--- config.mk ---
export PLATFORM = sky130hd
export DESIGN_NAME = rv32_pipe_stage_reg
export DESIGN_NICKNAME = d
export VERILOG_FILES = /design/src/rtl/rv32_pipe_stage_reg.sv
export SDC_FILE = /design/constraint.sdc
export NUM_CORES = 1
export LEC_CHECK = 0
export CAP_MARGIN = 5
export CORE_AREA = 3 3 117 119
export DETAILED_ROUTE_END_ITERATION = 10
export DIE_AREA = 0 0 120 122
export HOLD_SLACK_MARGIN = 0.1
export PLACE_DENSITY_LB_ADDON = 0.3
export SLEW_MARGIN = 20
export SYNTH_ARGS = -nofsm -noshare
export SYNTH_HDL_FRONTEND = slang
export SYNTH_SLANG_ARGS = --single-unit
--- constraint.sdc ---
create_clock -name clk -period 3.3 [get_ports clk]
set_input_delay 0.825 -clock clk [delete_from_list [all_inputs] [get_ports clk]]
set_output_delay 0.825 -clock clk [all_outputs]
set_load 0.02 [all_outputs]
--- src/rtl/rv32_pipe_stage_reg.sv ---
// rv32_pipe_stage_reg: handshaked inter-stage register with flush and NOP bubbles.
// Define RV32_PIPE_SKID_EN to add a 2-entry skid buffer that registers in_ready.
module rv32_pipe_stage_reg #(
  parameter int DATA_W = 96,
  parameter int CTRL_W = 6,
  parameter logic [CTRL_W-1:0] CTRL_NOP = '0,
  parameter logic [31:0] NOP_CODE = 32'h0000_0013
) (
  input  logic              clk,
  input  logic              rst,
  input  logic              flush,
  input  logic              in_valid,
  output logic              in_ready,
  input  logic [DATA_W-1:0] in_data,
  input  logic [CTRL_W-1:0] in_ctrl,
  input  logic [31:0]       in_code,
  output logic              out_valid,
  input  logic              out_ready,
  output logic [DATA_W-1:0] out_data,
  output logic [CTRL_W-1:0] out_ctrl,
  output logic [31:0]       out_code
);
  logic              r_valid;
  logic [DATA_W-1:0] r_data;
  logic [CTRL_W-1:0] r_ctrl;
  logic [31:0]       r_code;
  logic              w_in_fire;
  logic              w_out_fire;
  logic              w_from_skid;
  logic [DATA_W-1:0] w_src_data;
  logic [CTRL_W-1:0] w_src_ctrl;
  logic [31:0]       w_src_code;
  assign out_valid  = r_valid;
  assign out_data   = r_data;
  assign out_ctrl   = r_ctrl;
  assign out_code   = r_code;
  assign w_in_fire  = in_valid & in_ready;
  assign w_out_fire = r_valid & out_ready;
`ifdef RV32_PIPE_SKID_EN
  typedef enum logic [1:0] {EMPTY, ONE, TWO} state_t;
  state_t            r_state;
  state_t            w_next;
  logic              r_in_ready;
  logic [DATA_W-1:0] r_skid_data;
  logic [CTRL_W-1:0] r_skid_ctrl;
  logic [31:0]       r_skid_code;
  always_comb begin
    w_next = r_state;
    case (r_state)
      EMPTY:   w_next = w_in_fire ? ONE : EMPTY;
      ONE:     w_next = (w_in_fire & ~w_out_fire) ? TWO : (~w_in_fire & w_out_fire) ? EMPTY : ONE;
      TWO:     w_next = w_out_fire ? ONE : TWO;
      default: w_next = EMPTY;
    endcase
  end
  always_ff @(posedge clk) begin
    if (rst | flush) begin
      r_state    <= EMPTY;
      r_in_ready <= 1'b1;
    end else begin
      r_state    <= w_next;
      r_in_ready <= (w_next != TWO);
    end
  end
  // Skid slot catches the entry accepted while the output register is stalled.
  always_ff @(posedge clk) begin
    if (w_in_fire & r_valid & ~w_out_fire) begin
      r_skid_data <= in_data;
      r_skid_ctrl <= in_ctrl;
      r_skid_code <= in_code;
    end
  end
  assign in_ready    = r_in_ready & ~rst;
  assign w_from_skid = (r_state == TWO) & w_out_fire;
  assign w_src_data  = w_from_skid ? r_skid_data : in_data;
  assign w_src_ctrl  = w_from_skid ? r_skid_ctrl : in_ctrl;
  assign w_src_code  = w_from_skid ? r_skid_code : in_code;
`else
  assign in_ready    = ~rst & (~r_valid | out_ready);
  assign w_from_skid = 1'b0;
  assign w_src_data  = in_data;
  assign w_src_ctrl  = in_ctrl;
  assign w_src_code  = in_code;
`endif
  // Bubble values live in the register itself so downstream never sees stale payload.
  always_ff @(posedge clk) begin
    if (rst | flush | (w_out_fire & ~w_from_skid & ~w_in_fire)) begin
      r_valid <= 1'b0;
      r_data  <= '0;
      r_ctrl  <= CTRL_NOP;
      r_code  <= NOP_CODE;
    end else if (w_from_skid | (w_in_fire & (~r_valid | w_out_fire))) begin
      r_valid <= 1'b1;
      r_data  <= w_src_data;
      r_ctrl  <= w_src_ctrl;
      r_code  <= w_src_code;
    end
  end
endmodule

==> metrics <==
largest net degree at the start of global routing=133; Cell variety after synth=16; Top Ports=275; WL/cell=17.56 um; Clk pwr share=0.501; Post-Synth XOR/XNOR Area=0; Finish-stage setup viols=0; Commonest cells post-synth=dfxtp_1 (135), a21oi_1 (131), nand3_1 (131), o21ai_0 (131), clkbuf_1 (38); # clock sinks=135; Seq/Total Area, Yosys=0.5306; starting density of the core=0.4020; PnR Total Power=4.349 mW; main area contributors after synthesis=dfxtp_1 (53%), a21oi_1 (13%), nand3_1 (13%); Post-Synthesis Cells=617; P_int=3.401 mW; placed cell area=7921 um^2; first-pass GRT wire length=28.39 mm; Hold Path Depth=1; simple-gate share of the synthesized area=0.1403; cell taking the most area after synthesis=dfxtp_1; post-synthesis mux area share=0; Psw=0.9482 mW; post-CTS setup buffer count=0; H-tree Lvls=4; Final HPWL DP=11.77 mm; Die Y=122 um; asr flop ratio synth=0; Fin Clk Skew=0.008564 ns; reg2reg start=out_valid; share of cells above drive strength 1=0.05355; worst min path class=reg2reg; Worst R2R Setup Slack=1.47 ns; Synth Area in Compound Gates=0.2658; post-synth top area share=0.5306; Die Width=120 um; sequential share of power=0.387; Post-Synth Adder-Cell Area=0; slowest CP cell=clkdlybuf4s50_1; Synth Cell Area=5094 um^2; Worst path top cell family by delay=buffers and inverters; gr usage total=0.2427; Max FO, Critical Path=3; Most used DFF post-synth=dfxtp_1; number of port buffers=274; CP Cell Sequence=clkdlybuf4s50_1 -> nor2b_4 -> nor2_1 -> clkdlybuf4s50_1; Post-Route Setup TNS=0 ns; nets=985; antenna-violating nets left=0; Worst VDD drop=0.0003352 V; worst path required time=2.47 ns; P_leak=2.885 nW; Logic pwr share=0.112; drt pass-1 iters=5; Inserted Diodes=0; Final Wtd Congestion=0.7775; MaxCap Viol Count=0; clk root buf=clkbuf_16; Avg Cell Area, Syn=8.255 um^2; core area=12,670 um^2; largest family of logic cells by synthesized area=compound AO/OA/AOI/OAI gates; Max Root-Sink Buffers=2; DIE AREA=14,640 um^2; most frequent cell on the critical path=clkdlybuf4s50_1; arrival time worst endpoint=2.13 ns; number of gates resized after CTS=0; Vias/cell=5.451; Worst slew margin=0.4522; Yosys warning count=0; Reg2Reg Depth=4; hold path startpoint=out_code[1]; initial antenna violation count=0; Slew Limit Fails=0; Hold Crit Endpoint=out_code[1]; Area growth syn-to-layout=69.10%; Iteration-0 DRC Markers=458; number of flops mapped to enable cells by yosys=0; vias after detailed routing=5,620; Crit Path Category=in2out; endpoints failing hold=0; drt drc=0; Post-Layout Cell Count=1,031; Reg-to-Reg End=out_data[50]; Row Count=41; CP Buf/Inv Count=2; final worst-path cycle share=0.8941; placed insts=999; TritonCTS clock tree=done; Min Clock Period, post-route=2.951 ns; fin util=0.6798; fin area=8613 um^2; WL final=18.11 mm; startpoint types=primary input; vias in the first global route=5,593; Post-Synthesis Net Count=756; number of synthesized register bits=135; Worst-Margin Slew=0.8218 ns; total gr overflow=0; CP endpoint kind=primary output; Net Sw Frac=0.2180; Max Freq=0.3389 GHz; PwrDens=504.9 nW/um^2; Clk Latency, worst-skew pair=0.42 ns; Num CTS Buffers=17; hold bufs inserted after CTS=0; Reg clk slew, reported paths=0.06 ns; most frequent cell after synthesis=dfxtp_1; RSZ-0062 raised after global routing=no; outcome=completed; max incr delay on CP=0.61 ns
registers in the layout (all words and copies together) (netlist names):
name,cells
out_valid,1
out_code,32
out_ctrl,6
out_data,96
metrics by stage:
stage                     hold slack [ns]  worst slack, ns
after floorplan                    0.5536           0.8901
after global placement             0.4503           0.3575
after detailed placement           0.4545           0.3432
after CTS                          0.4674           0.3434
after global routing               0.4944           0.3022
final                              0.4654           0.3494
power groups by stage:
stage | Combinational, mW | Clock, mW | Sequential, mW
after global placement | 0.475 | 0 | 1.72
after CTS | 0.489 | 2.20 | 1.68
final | 0.488 | 2.18 | 1.68
after floorplan | 0.152 | 0 | 1.76
after global routing | 0.522 | 2.28 | 1.69
after detailed placement | 0.484 | 0 | 1.72
worst max-delay path by stage:
stage | end | start | slack (ns) | depth (start not counted)
floorplan | in_ready | out_ready | 0.89 | 5
global placement | in_ready | out_ready | 0.36 | 4
detailed placement | in_ready | out_ready | 0.34 | 4
CTS | in_ready | out_ready | 0.34 | 4
global route | in_ready | out_ready | 0.30 | 4
finish | in_ready | out_ready | 0.35 | 4
cell usage in the layout (no fill, tap or decap), drive strengths merged:
master and count:
a211o 3, nand2 2, nand2b 2, clkdlybuf4s50 274
and3 3, dfxtp 135, a21oi 131, bufinv 6
clkinvlp 3, nor2 2, clkinv 3, o21ai 132
o21a 1, nand3 131, clkbuf 20, buf 9
nor2b 2
worst register-to-register path, stage by stage (launching register included):
cell	delay, ns
dfxtp_1	0.42
nor2b_4	0.19
buf_6	0.59
o21ai_0	0.29
a21oi_1	0.24
kinds of logic after synthesis:
kind of cell,Yosys count
flops,135
compound gates,267
buf+inv,73
simple gates,142
final cells by class:
class	count	area (um^2)
well taps	172	215.2
multi-input cells	409	2106
clock buffers	20	466.7
repair buffers	283	2902
flip-flops and latches	135	2703
clock inverters	12	221.5
fillers	1015	4058
per-layer routing:
metal	global-route usage	part of all wire	vias up
met3	0.1123	0.12	24
met5	0	0	-
li1	-	-	2665
met2	0.4120	0.49	261
met4	0.07946	0.016	0
met1	0.2707	0.37	2670
Note: power is estimated with default switching activity, not from simulation.
